===== src/rtl/operand_fetch.sv =====
// Operand fetch: decode request -> register-file read -> operand hand-off to execute, plus a registered writeback path.
// Latency: accept at edge N, read_en in cycle N+1, op_valid in cycle N+2 with same-cycle regComplete; writeback lands one cycle after wb_valid.
// Backpressure: dec_ready only in IDLE; operands held stable until op_ready; writeback path never stalls. Optional RF_BYPASS_EN forwards data_in into operands.
module operand_fetch #(
    parameter int unsigned TIMEOUT_CYCLES = 15
) (
    input  logic        clk,
    input  logic        reset,
    input  logic        dec_valid,
    input  logic [4:0]  dec_rs1,
    input  logic [4:0]  dec_rs2,
    input  logic        dec_use_rs2,
    output logic        dec_ready,
    output logic [4:0]  selRS1,
    output logic [4:0]  selRS2,
    output logic        reg_select,
    output logic        read_en,
    input  logic [31:0] data_out1,
    input  logic [31:0] data_out2,
    input  logic        regComplete,
    input  logic        wb_valid,
    input  logic [4:0]  wb_rd,
    input  logic [31:0] wb_data,
    output logic [4:0]  selRD,
    output logic [31:0] data_in,
    output logic        rdwrite,
    output logic        op_valid,
    output logic [31:0] op_a,
    output logic [31:0] op_b,
    input  logic        op_ready,
    output logic        rf_err
);

    typedef enum logic [1:0] {IDLE, READ, HOLD, ERR} state_t;

    localparam logic [7:0] TIMEOUT_LIM = 8'(TIMEOUT_CYCLES);

    state_t      state_q, state_d;
    logic [4:0]  rs1_q, rs1_d;
    logic [4:0]  rs2_q, rs2_d;
    logic        use_rs2_q, use_rs2_d;
    logic [7:0]  cnt_q, cnt_d;
    logic [31:0] op_a_q, op_a_d;
    logic [31:0] op_b_q, op_b_d;
    logic        rdwrite_q, rdwrite_d;
    logic [4:0]  selrd_q, selrd_d;
    logic [31:0] data_in_q, data_in_d;

    logic        rs1_used;
    logic        rs2_used;
    logic [31:0] rd_a;
    logic [31:0] rd_b;

    assign rs1_used = (rs1_q != 5'd0);
    assign rs2_used = use_rs2_q && (rs2_q != 5'd0);

    // Operand values captured on regComplete; x0 and unused sources read as zero.
    always_comb begin
        rd_a = 32'd0;
        rd_b = 32'd0;
`ifdef RF_BYPASS_EN
        if (rs1_used) begin
            rd_a = (rdwrite_q && selrd_q == rs1_q) ? data_in_q : data_out1;
        end
        if (rs2_used) begin
            rd_b = (rdwrite_q && selrd_q == rs2_q) ? data_in_q : data_out2;
        end
`else
        if (rs1_used) begin
            rd_a = data_out1;
        end
        if (rs2_used) begin
            rd_b = data_out2;
        end
`endif
    end

    always_comb begin
        state_d    = state_q;
        rs1_d      = rs1_q;
        rs2_d      = rs2_q;
        use_rs2_d  = use_rs2_q;
        cnt_d      = cnt_q;
        op_a_d     = op_a_q;
        op_b_d     = op_b_q;
        dec_ready  = 1'b0;
        read_en    = 1'b0;
        reg_select = 1'b0;
        op_valid   = 1'b0;
        rf_err     = 1'b0;
        case (state_q)
            IDLE: begin
                dec_ready = 1'b1;
                if (dec_valid) begin
                    rs1_d     = dec_rs1;
                    rs2_d     = dec_rs2;
                    use_rs2_d = dec_use_rs2;
                    cnt_d     = 8'd0;
                    // Nothing to read: both sources are x0 or unused.
                    if (dec_rs1 == 5'd0 && (!dec_use_rs2 || dec_rs2 == 5'd0)) begin
                        op_a_d  = 32'd0;
                        op_b_d  = 32'd0;
                        state_d = HOLD;
                    end else begin
                        state_d = READ;
                    end
                end
            end
            READ: begin
                read_en    = 1'b1;
                reg_select = use_rs2_q;
                if (regComplete) begin
                    op_a_d  = rd_a;
                    op_b_d  = rd_b;
                    state_d = HOLD;
                end else begin
                    cnt_d = cnt_q + 8'd1;
                    if (cnt_q + 8'd1 == TIMEOUT_LIM) begin
                        state_d = ERR;
                    end
                end
            end
            HOLD: begin
                op_valid = 1'b1;
                if (op_ready) begin
                    state_d = IDLE;
                end
            end
            ERR: begin
                rf_err  = 1'b1;
                state_d = IDLE;
            end
            default: state_d = IDLE;
        endcase
    end

    always_comb begin
        rdwrite_d = wb_valid && (wb_rd != 5'd0);
        selrd_d   = rdwrite_d ? wb_rd : selrd_q;
        data_in_d = rdwrite_d ? wb_data : data_in_q;
    end

    always_ff @(posedge clk) begin
        if (reset) begin
            state_q   <= IDLE;
            rs1_q     <= 5'd0;
            rs2_q     <= 5'd0;
            use_rs2_q <= 1'b0;
            cnt_q     <= 8'd0;
            op_a_q    <= 32'd0;
            op_b_q    <= 32'd0;
            rdwrite_q <= 1'b0;
            selrd_q   <= 5'd0;
            data_in_q <= 32'd0;
        end else begin
            state_q   <= state_d;
            rs1_q     <= rs1_d;
            rs2_q     <= rs2_d;
            use_rs2_q <= use_rs2_d;
            cnt_q     <= cnt_d;
            op_a_q    <= op_a_d;
            op_b_q    <= op_b_d;
            rdwrite_q <= rdwrite_d;
            selrd_q   <= selrd_d;
            data_in_q <= data_in_d;
        end
    end

    assign selRS1  = rs1_q;
    assign selRS2  = rs2_q;
    assign op_a    = op_a_q;
    assign op_b    = op_b_q;
    assign rdwrite = rdwrite_q;
    assign selRD   = selrd_q;
    assign data_in = data_in_q;

endmodule


===== config.mk =====
export PLATFORM = sky130hd
export DESIGN_NAME = operand_fetch
export DESIGN_NICKNAME = d
export VERILOG_FILES = /design/src/rtl/operand_fetch.sv
export SDC_FILE = /design/constraint.sdc
export NUM_CORES = 1
export LEC_CHECK = 0
export CAP_MARGIN = 20
export CORE_AREA = 2 2 111 113
export CTS_CLUSTER_DIAMETER = 200
export DETAILED_ROUTE_END_ITERATION = 8
export DIE_AREA = 0 0 113 115
export GPL_TIMING_DRIVEN = 0
export HOLD_SLACK_MARGIN = 0.03
export PLACE_DENSITY = 0.9
export SYNTH_ARGS = -nofsm -noshare
export SYNTH_HDL_FRONTEND = slang
export SYNTH_SLANG_ARGS = --single-unit

===== constraint.sdc =====
create_clock -name clk -period 2.31 [get_ports clk]
set_clock_uncertainty 0.15 [all_clocks]
set_input_delay 0.462 -clock clk [delete_from_list [all_inputs] [get_ports clk]]
set_output_delay 0.462 -clock clk [all_outputs]
set_load 0.005 [all_outputs]

==> impl_metrics.csv, run 1 <==
group,metric,value,unit
clock_tree,cts_made_buffers,17,
place,io_buffer_count,233,
cells_and_area,nets,883,
place,dp.cells,891,
pwr,p_seq_frac,0.380,
run_status,status,"complete, but fails checks",
synth,syn_area_per_cell,9.116,um2
synth,synth.top_cell.area_share,0.5286,
hold_path,min_path_type,"reg -> reg",
clock_tree,clock_sinks,123,
synth,synth_top_flop_cell,"dfxtp_1",
synth,synth_xor_area_frac,0,
synth,yosysUniqueCellTypes,45,
synth,synth_commonest_cells,"nand2_1 (160), dfxtp_1 (123), a21oi_1 (55)",
global_routing,grt_pass1_vias,4693,
synth,yosysMostFrequentCell,"nand2_1",
place,place_congestion,0.8280,
critical_path,r2r_cells,7,
synth,synth_compound_area_frac,0.1641,
clock_tree,ctsHtreeMaxLevel,4,
die,io_pins,235,
routing,postRouteAntennaNets,0,
critical_path,crit_fanout,10,
cells_and_area,diodes,0,
clock_tree,ctsHoldBuffers,0,
routing,drt_iter0_drc,248,
run,drv_cap,0,
synth,synthesis.area,0.004658,mm2
synth,ys_seq_area_frac,0.5286,
global_routing,use_met1,0.2295,
routing,drtPass1Iterations,7,
routing,num_vias,4552,
critical_path,required,2.49,ns
pwr,leakagePower,3.114,nW
die,rows,40,
run_status,violations,"design-rule violations",
pwr,combPwrFrac,0.112,
global_routing,grt_max_degree,17,
clock_tree,cts_tree,"built",
global_routing,busiest_layer,"met2",
critical_path,crit_type,"in -> reg",
die,initial_core_util,0.3944,
sta,rsz0062_at_grt,"no",
sta,finalCritPeriodShare,0.9795,
hold_path,hold-path-cell-count,2,
die,die_w,113,um
routing,drt_wl_total,15150,um
pwr,p_sw_frac,0.2148,
sta,finalHoldViolCount,0,
critical_path,worstPathArrival,2.45,ns
synth,ys_async_sr_fraction,0,
pwr,vdd_ir_drop_max,0.0006818,V
routing,drc,20,
die,die_h,115,um
critical_path,worstSetupStartpointType,"primary input",
routing,viasPerCell,4.937,
synth,post-synth-top-area-cell,"dfxtp_1",
routing,wl_per_cell,16.43,um
global_routing,met3_usage,0.1154,
critical_path,cp-end-kind,"register",
synth,muxShareOfSynthArea,0.06876,
global_routing,grt_overflow_total,0,
clock_tree,cts_buffer_depth,2,
synth,ys_warn_count,0,
sta,tightest_slew,0.6105,ns
sta,maxSlewViolCount,0,
synth,syn_inst,511,
clock_tree,clkLatencyLatePin,0.41,ns
clock_tree,cts_root_buffer,"clkbuf_16",
global_routing,grtUsageMet2,0.4188,
pwr,clkPwrFrac,0.509,
sta,maxSlewHeadroom,0.5921,
global_routing,grt_usage,0.2310,
cells_and_area,drive_gt1_frac,0.07484,
sta,finalSetupViolations,0,
sta,fin_crit,2.263,ns
synth,syn_nets,631,
synth,yosys.area_share.adder,0.005372,
die,core,0.01181,mm2
place,hpwl,10850,um
synth,ys_ff_latch,123,
sta,timing.fmax,442.0,MHz
clock_tree,clkSlewWorstSetupHoldPaths,0.06,ns
pwr,total_power,5.898,mW
cells_and_area,area_growth_syn_to_layout,68.57,%
synth,synth_top_family_by_area,"simple AND/OR/NAND/NOR gates",
global_routing,grt_pass1_wl,23280,um
pwr,power.switching,1.267,mW
global_routing,antenna_found_initial,0,
synth,synth.area.top_cells,"dfxtp_1 (53%), nand2_1 (13%), mux2i_1 (6.9%)",
synth,synth_edf_count,0,
pwr,intPower,4.631,mW
cells_and_area,final_cells,922,
die,die_area,0.01300,mm2
synth,synth_simple_gate_area_frac,0.1883,
pwr,powerDensity,751.1,mW/mm2
## kinds of logic after synthesis
| family | count (synthesis) |
|---|---|
| simple gates | 203 |
| flops | 123 |
| compound gates | 112 |
| buf+inv | 39 |
| mux | 32 |
| fa+ha+maj | 2 |
## per-stage QoR
stage                     setup TNS, ns  cell area [um2]  worst slack, ns  hold WS (ns)  utilization
after global routing                  0             7853          0.02225        0.3237       0.6648
final                                 0             7853          0.04732        0.3023       0.6648
after floorplan                       0             4658           0.3327        0.2864            -
after CTS                     -0.004329             7850        -0.004329        0.3032       0.6646
after global placement           -20.42             7174          -0.3296        0.2902       0.6074
after detailed placement         -23.59             7174          -0.3593        0.2962       0.6074
## registers in the layout, indices dropped and copies added, names as in the netlist
| register | cells |
|---|---|
| rdwrite | 1 |
| op_a | 32 |
| use_rs2_q | 1 |
| cnt_q | 8 |
| selRS1 | 5 |
| data_in | 32 |
| op_b | 32 |
| selRS2 | 5 |
| selRD | 5 |
| state_q | 2 |
## metal layers
layer | share of wire | routed length [um]
met5 | 0 | 0
met4 | 0.013 | 194
met3 | 0.10 | 1580
met2 | 0.51 | 7783
met1 | 0.37 | 5593
## worst paths after layout
check,from,to,slack [ns]
max,wb_rd[0],data_in[14]$_SDFFE_PP0P_,0.05
min,data_in[16]$_SDFFE_PP0P_,data_in[16]$_SDFFE_PP0P_,0.30
max reg2reg,state_q[0]$_SDFFE_PP0P_,op_b[3]$_SDFFE_PP0P_,0.16
min reg2reg,data_in[16]$_SDFFE_PP0P_,data_in[16]$_SDFFE_PP0P_,0.30
## repair_timing
| item | 4_1_cts | 5_1_grt |
|---|---|---|
| gates resized for setup | 1 | 6 |
| buffers inserted | 1 | 0 |
| setup endpoints to repair | 31 | 12 |
## power groups by stage
stage | combinational, mW | clock, mW | sequential [mW]
2_1_floorplan | 0.233 | 0 | 2.28
5_1_grt | 0.711 | 3.13 | 2.25
3_5_place_dp | 0.655 | 0 | 2.28
3_3_place_gp | 0.648 | 0 | 2.28
4_1_cts | 0.666 | 3.04 | 2.24
6_report | 0.659 | 3.00 | 2.24
## placed cells by master (no fill, tap or decap), types with 2 or more instances in the layout
master             n
buf_2              6
nand2_1          160
a211o_1            2
a31oi_1            3
a211oi_1           2
clkinv_4           2
mux2i_1           32
ha_1               2
o21ai_0            5
and3_1             3
buf_6              6
inv_1              5
and2_1             2
dfxtp_1          122
clkinv_2           3
o21a_1             2
nand2b_1           3
clkdlybuf4s50_1  233
or4_1              4
clkbuf_1          16
a21oi_1           55
clkbuf_16         17
buf_1              2
buf_4              4
nand3b_1           4
a22o_1            32
bufinv_16          6
nor2b_1            2
nor2_1            13
## final cells by class
type / instances / area, um2
multi-input cells: 349 / 1994
repair buffers: 234 / 2340
flip-flops and latches: 123 / 2464
clock buffers: 19 / 442.9
plain buffers: 33 / 188.9
inverters: 5 / 18.77
well taps: 147 / 183.9
fillers: 928 / 3959
clock inverters: 12 / 220.2
## critical path: stages
cell	delay, ns
clkdlybuf4s50_1	0.45
or4_1	0.58
o21ai_1	0.20
buf_2	0.25
buf_4	0.21
nand2_1	0.10
a21oi_1	0.19
No activity file was read; power rests on OpenSTA's default activity.
==> run 2, diff against run 1 <==
--- a/config.mk
+++ b/config.mk
@@ -6,13 +6,14 @@
 export NUM_CORES = 1
 export LEC_CHECK = 0
 export CAP_MARGIN = 20
-export CORE_AREA = 2 2 111 113
+export CORE_AREA = 2 2 102 124
 export CTS_CLUSTER_DIAMETER = 200
 export DETAILED_ROUTE_END_ITERATION = 8
-export DIE_AREA = 0 0 113 115
+export DIE_AREA = 0 0 104 126
 export GPL_TIMING_DRIVEN = 0
 export HOLD_SLACK_MARGIN = 0.03
 export PLACE_DENSITY = 0.9
+export RECOVER_POWER = 25
 export SYNTH_ARGS = -nofsm -noshare
 export SYNTH_HDL_FRONTEND = slang
 export SYNTH_SLANG_ARGS = --single-unit
==> impl_metrics.csv, run 2 (synthesis results as in run 1) <==
group,metric,value,unit
pwr,power.switching,1.261,mW
routing,drt_iter0_drc,169,
global_routing,grt_usage,0.2174,
clock_tree,clock_sinks,123,
cells_and_area,diodes,0,
routing,viasPerCell,4.860,
place,place_congestion,0.8096,
sta,finalHoldViolCount,0,
critical_path,crit_fanout,10,
pwr,powerDensity,725.5,mW/mm2
routing,wl_per_cell,14.70,um
cells_and_area,mostFrequentLayoutCell,"clkdlybuf4s50_1",
cells_and_area,final_cells,937,
die,die_h,126,um
cells_and_area,design_area,0.007833,mm2
critical_path,required,1.70,ns
place,dp.cells,905,
sta,fin_crit,2.212,ns
die,rows,44,
global_routing,antenna_found_initial,0,
critical_path,crit_type,"reg -> out",
pwr,combPwrFrac,0.113,
global_routing,grt_overflow_total,0,
pwr,p_seq_frac,0.393,
sta,finalCritPeriodShare,0.9576,
pwr,leakagePower,3.261,nW
routing,drc,0,
sta,finalSetupViolations,0,
routing,num_vias,4554,
pwr,p_sw_frac,0.2220,
pwr,total_power,5.682,mW
clock_tree,ctsHtreeMaxLevel,4,
hold_path,min_path_type,"reg -> reg",
cells_and_area,fin_util,0.6587,
die,io_pins,235,
run_status,status,"finished clean",
routing,postRouteAntennaNets,0,
global_routing,grt_pass1_vias,4611,
die,core,0.01189,mm2
critical_path,critPathMaxStageDelay,0.54,ns
pwr,vdd_ir_drop_max,0.0005041,V
cells_and_area,drive_gt1_frac,0.07216,
routing,drtPass1Iterations,5,
sta,rsz0062_at_grt,"no",
critical_path,cp-end-kind,"output port",
pwr,clkPwrFrac,0.494,
clock_tree,post_cts_buffers,0,
clock_tree,clkSlewWorstSetupHoldPaths,0.06,ns
run,drv_cap,0,
cells_and_area,nFillCells,947,
sta,setup_tns,0,ns
sta,tightest_slew,0.6493,ns
cells_and_area,final_cell_mix,"clkdlybuf4s50_1 (177), nand2_1 (160), dfxtp_1 (123)",
critical_path,worstPathArrival,1.60,ns
sta,maxSlewViolCount,0,
die,initial_core_util,0.3917,
pwr,intPower,4.421,mW
global_routing,grt_pass1_wl,22960,um
place,hpwl,10660,um
routing,drt_wl_total,13780,um
clock_tree,cts_root_buffer,"clkbuf_16",
place,io_buffer_count,233,
clock_tree,ctsHoldBuffers,0,
clock_tree,cts_buffer_depth,2,
sta,timing.fmax,452.1,MHz
critical_path,crit_slowest_cell,"clkdlybuf4s50_1",
sta,maxSlewHeadroom,0.5662,
critical_path,worstSetupStartpointType,"register",
die,die_w,104,um
die,die_area,0.01310,mm2
clock_tree,cts_tree,"built",
cells_and_area,area_growth_syn_to_layout,68.14,%
critical_path,path_cells,"buf_2, nor2b_1, clkdlybuf4s50_1",
global_routing,grt_max_degree,17,
clock_tree,cts_made_buffers,17,
place,place_area,0.007192,mm2
cells_and_area,nets,883,
clock_tree,clkLatencyLatePin,0.40,ns
run 2: final timing paths:
check                                              start                        to  slack [ns]  cells after the start
worst max-delay path             state_q[1]$_SDFFE_PP0P_                  op_valid         0.1                      3
worst min-delay path            data_in[12]$_SDFFE_PP0P_  data_in[12]$_SDFFE_PP0P_        0.30                      2
worst max register to register   state_q[1]$_SDFFE_PP0P_     op_b[20]$_SDFFE_PP0P_        0.15                      6
worst min register to register  data_in[12]$_SDFFE_PP0P_  data_in[12]$_SDFFE_PP0P_        0.30                      2
run 2: routing by layer:
layer | vias to the layer above | track usage | routed length, um
li1 | 2249 | - | -
met1 | 2116 | 0.2358 | 5506
met2 | 177 | 0.3940 | 6942
met3 | 12 | 0.08437 | 1161
met4 | 0 | 0.05962 | 165
met5 | - | 0 | 0
run 2: power by group through the flow:
stage	combinational [mW]	sequential, mW	clock (mW)
6_report	0.644	2.23	2.81
4_1_cts	0.660	2.23	2.86
2_1_floorplan	0.233	2.28	0
5_1_grt	0.703	2.24	2.97
3_3_place_gp	0.649	2.28	0
3_5_place_dp	0.654	2.28	0
run 2: stage by stage:
stage	hold slack, ns	worst slack, ns
finish	0.3010	0.09797
CTS	0.3036	-0.02008
floorplan	0.2864	0.3327
detailed placement	0.2969	-0.2838
global placement	0.2903	-0.2648
global route	0.3171	0.002284
run 2: area by class of cell:
type	instances	area, um2	area share
sequential	123	2462	0.3144
timing repair buffer	233	2331	0.2976
multi-input combinational	349	1994	0.2546
clock buffer	19	442.9	0.05655
tap	161	201.4	0.02572
buffer	34	191.4	0.02444
clock inverter	13	190.2	0.02428
inverter	5	18.77	0.002396
run 2: repair_timing:
item                                    CTS  global route
gates cloned                              0             0
pin swaps                                 0             0
endpoints found under the setup margin   31             1
resized for setup                         3             1
run 2: worst max-delay path, delay by kind of cell (launching register included):
kind                   cells  cell delay, ns
AND/OR/NAND/NOR            1            0.16
flip-flops                 1            0.30
buffers and inverters      2            0.75
==> run 3, diff against run 2 <==
==> constraint.sdc (replaced) <==
create_clock -name clk -period 2.1 [get_ports clk]
set_clock_uncertainty 0.15 [all_clocks]
set_input_delay 0.42 -clock clk [delete_from_list [all_inputs] [get_ports clk]]
set_output_delay 0.42 -clock clk [all_outputs]
set_load 0.01 [all_outputs]
==> impl_metrics.csv, run 3 (synthesis results as in run 1) <==
group,metric,value,unit
global_routing,antenna_found_initial,0,
routing,top_layer_used,"met4",
routing,drtPass1Iterations,4,
place,place_congestion,0.8096,
clock_tree,ctsHtreeMaxLevel,4,
clock_tree,cts_buffer_depth,2,
critical_path,worst_r2r_endpoint,"op_b[25]$_SDFFE_PP0P_",
pwr,intPower,4.876,mW
run_status,status,"finished clean",
sta,finalCritPeriodShare,0.9851,
hold_path,min-delay-start,"dec_rs2[0]",
die,initial_core_util,0.3917,
hold_path,hold-path-cell-count,3,
sta,finalHoldWorstSlack,0.1625,ns
global_routing,grt_overflow_total,0,
clock_tree,cts_tree,"built",
critical_path,timing.rr.start,"state_q[1]$_SDFFE_PP0P_",
pwr,vdd_ir_drop_max,0.0005598,V
cells_and_area,nets,888,
routing,drc,0,
critical_path,crit_slowest_cell,"or4_4",
critical_path,r2r_cells,6,
routing,drt_iter0_drc,194,
clock_tree,ctsHoldBuffers,0,
sta,tightest_slew,0.6869,ns
pwr,power.switching,1.427,mW
critical_path,worstSetupStartpointType,"primary input",
critical_path,worstPathArrival,2.20,ns
cells_and_area,area_growth_syn_to_layout,70.59,%
cells_and_area,final_cell_mix,"clkdlybuf4s50_1 (185), nand2_1 (160), dfxtp_1 (123)",
clock_tree,cts_root_buffer,"clkbuf_16",
routing,num_vias,4553,
clock_tree,clkLatencyLatePin,0.39,ns
sta,fin_crit,2.069,ns
hold_path,holdPathEnd,"selRS2[0]$_SDFFE_PP0P_",
clock_tree,clock_sinks,123,
sta,rsz0062_at_grt,"no",
die,die_area,0.01310,mm2
place,hpwl,10660,um
pwr,combPwrFrac,0.121,
pwr,clkPwrFrac,0.490,
sta,timing.fmax,483.4,MHz
clock_tree,clkSlewWorstSetupHoldPaths,0.05,ns
critical_path,crit_fanout,6,
critical_path,crit_type,"in -> reg",
die,rows,44,
critical_path,critPathMaxStageDelay,0.57,ns
cells_and_area,diodes,0,
critical_path,path_cells,"clkdlybuf4s50_1, or4_4, nor2_4, a31oi_4, buf_8, mux2i_4",
critical_path,cp-end-kind,"register",
die,die_h,126,um
routing,wl_met1,5489,um
die,io_pins,235,
routing,met2WireLength,7162,um
run,drv_cap,0,
die,die_w,104,um
routing,postRouteAntennaNets,0,
pwr,p_sw_frac,0.2264,
sta,maxSlewHeadroom,0.5421,
critical_path,rrSetupSlack,0.11,ns
routing,drt_wl_total,13980,um
global_routing,grt_usage,0.2174,
pwr,powerDensity,793.2,mW/mm2
critical_path,required,2.23,ns
cells_and_area,nFillCells,939,
routing,viasPerCell,4.833,
sta,worst_slack,0.03122,ns
pwr,p_seq_frac,0.390,
global_routing,grt_pass1_vias,4601,
routing,wl_per_cell,14.84,um
cells_and_area,drive_gt1_frac,0.08579,
hold_path,min_path_type,"in -> reg",
sta,finalSetupViolations,0,
sta,finalHoldViolCount,0,
cells_and_area,mostFrequentLayoutCell,"clkdlybuf4s50_1",
clock_tree,cts_made_buffers,17,
global_routing,grt_pass1_wl,22970,um
die,core,0.01189,mm2
global_routing,grt_max_degree,17,
routing,wl_met3,1201,um
sta,maxSlewViolCount,0,
place,io_buffer_count,233,
pwr,leakagePower,3.299,nW
place,dp_slack,-0.4518,ns
-- run 3: cell types whose count changed in the layout (fill, tap and decap cells not counted), moves of 2 or more --
cell             before  now
buf_4                 3    9
clkbuf_1             18   16
clkdlybuf4s50_1     177  185
dlygate4sd2_1         1    4
dlygate4sd3_1        55   40
dlymetal6s2s_1        0    3
-- run 3: metal layers --
| layer | up-vias | track usage |
|---|---|---|
| met5 | - | 0 |
| met3 | 8 | 0.08437 |
| met1 | 2121 | 0.2366 |
| met4 | 0 | 0.05962 |
| met2 | 168 | 0.3932 |
| li1 | 2256 | - |
-- run 3: stage by stage --
stage,total power [mW],setup TNS [ns],instance area [um2],instances,util
6_report,6.303,0,7946,942,0.6682
5_1_grt,6.564,0,7946,942,0.6682
4_1_cts,6.362,-0.01053,7850,937,0.6601
3_5_place_dp,3.256,-37.64,7192,905,0.6048
3_3_place_gp,3.247,-36.23,7192,905,0.6048
2_1_floorplan,2.795,0,4658,511,-
-- run 3: area by class of cell --
type | instances | area [um2] | area share
Sequential cell | 123 | 2462 | 0.3099
Buffer | 34 | 202.7 | 0.02551
Clock buffer | 19 | 442.9 | 0.05574
Inverter | 5 | 18.77 | 0.002362
Multi-Input combinational cell | 349 | 2038 | 0.2565
Clock inverter | 13 | 190.2 | 0.02393
Tap cell | 161 | 201.4 | 0.02535
Timing Repair Buffer | 238 | 2390 | 0.3007
-- run 3: worst max path at each step --
| stage | cells past startpoint | end | from |
|---|---|---|---|
| after global routing | 6 | data_in[8]$_SDFFE_PP0P_ | wb_rd[0] |
| after detailed placement | 6 | op_a[24]$_SDFFE_PP0P_ | dec_rs2[4] |
| after global placement | 6 | op_a[31]$_SDFFE_PP0P_ | dec_rs2[4] |
| final | 6 | op_b[20]$_SDFFE_PP0P_ | dec_rs1[1] |
| after CTS | 6 | op_b[20]$_SDFFE_PP0P_ | dec_rs2[4] |
| after floorplan | 5 | op_a[10]$_SDFFE_PP0P_ | dec_rs2[4] |
-- run 3: power by group through the flow --
stage / clock (mW) / sequential, mW / combinational (mW)
detailed placement: 0 / 2.51 / 0.749
global route: 3.27 / 2.47 / 0.824
CTS: 3.15 / 2.46 / 0.759
floorplan: 0 / 2.54 / 0.258
global placement: 0 / 2.50 / 0.744
finish: 3.09 / 2.46 / 0.760
-- run 3: repair_timing --
item | 4_1_cts | 5_1_grt
resized for setup | 11 | 15
setup buffers | 0 | 4
gates cloned | 0 | 1
pin swaps | 0 | 4
setup endpoints to repair | 65 | 82
-- run 3: critical path: cells and delay by family --
family	cells	cell delay, ns
simple gates	2	0.76
buf+inv	2	0.64
compound gates	1	0.19
mux	1	0.18
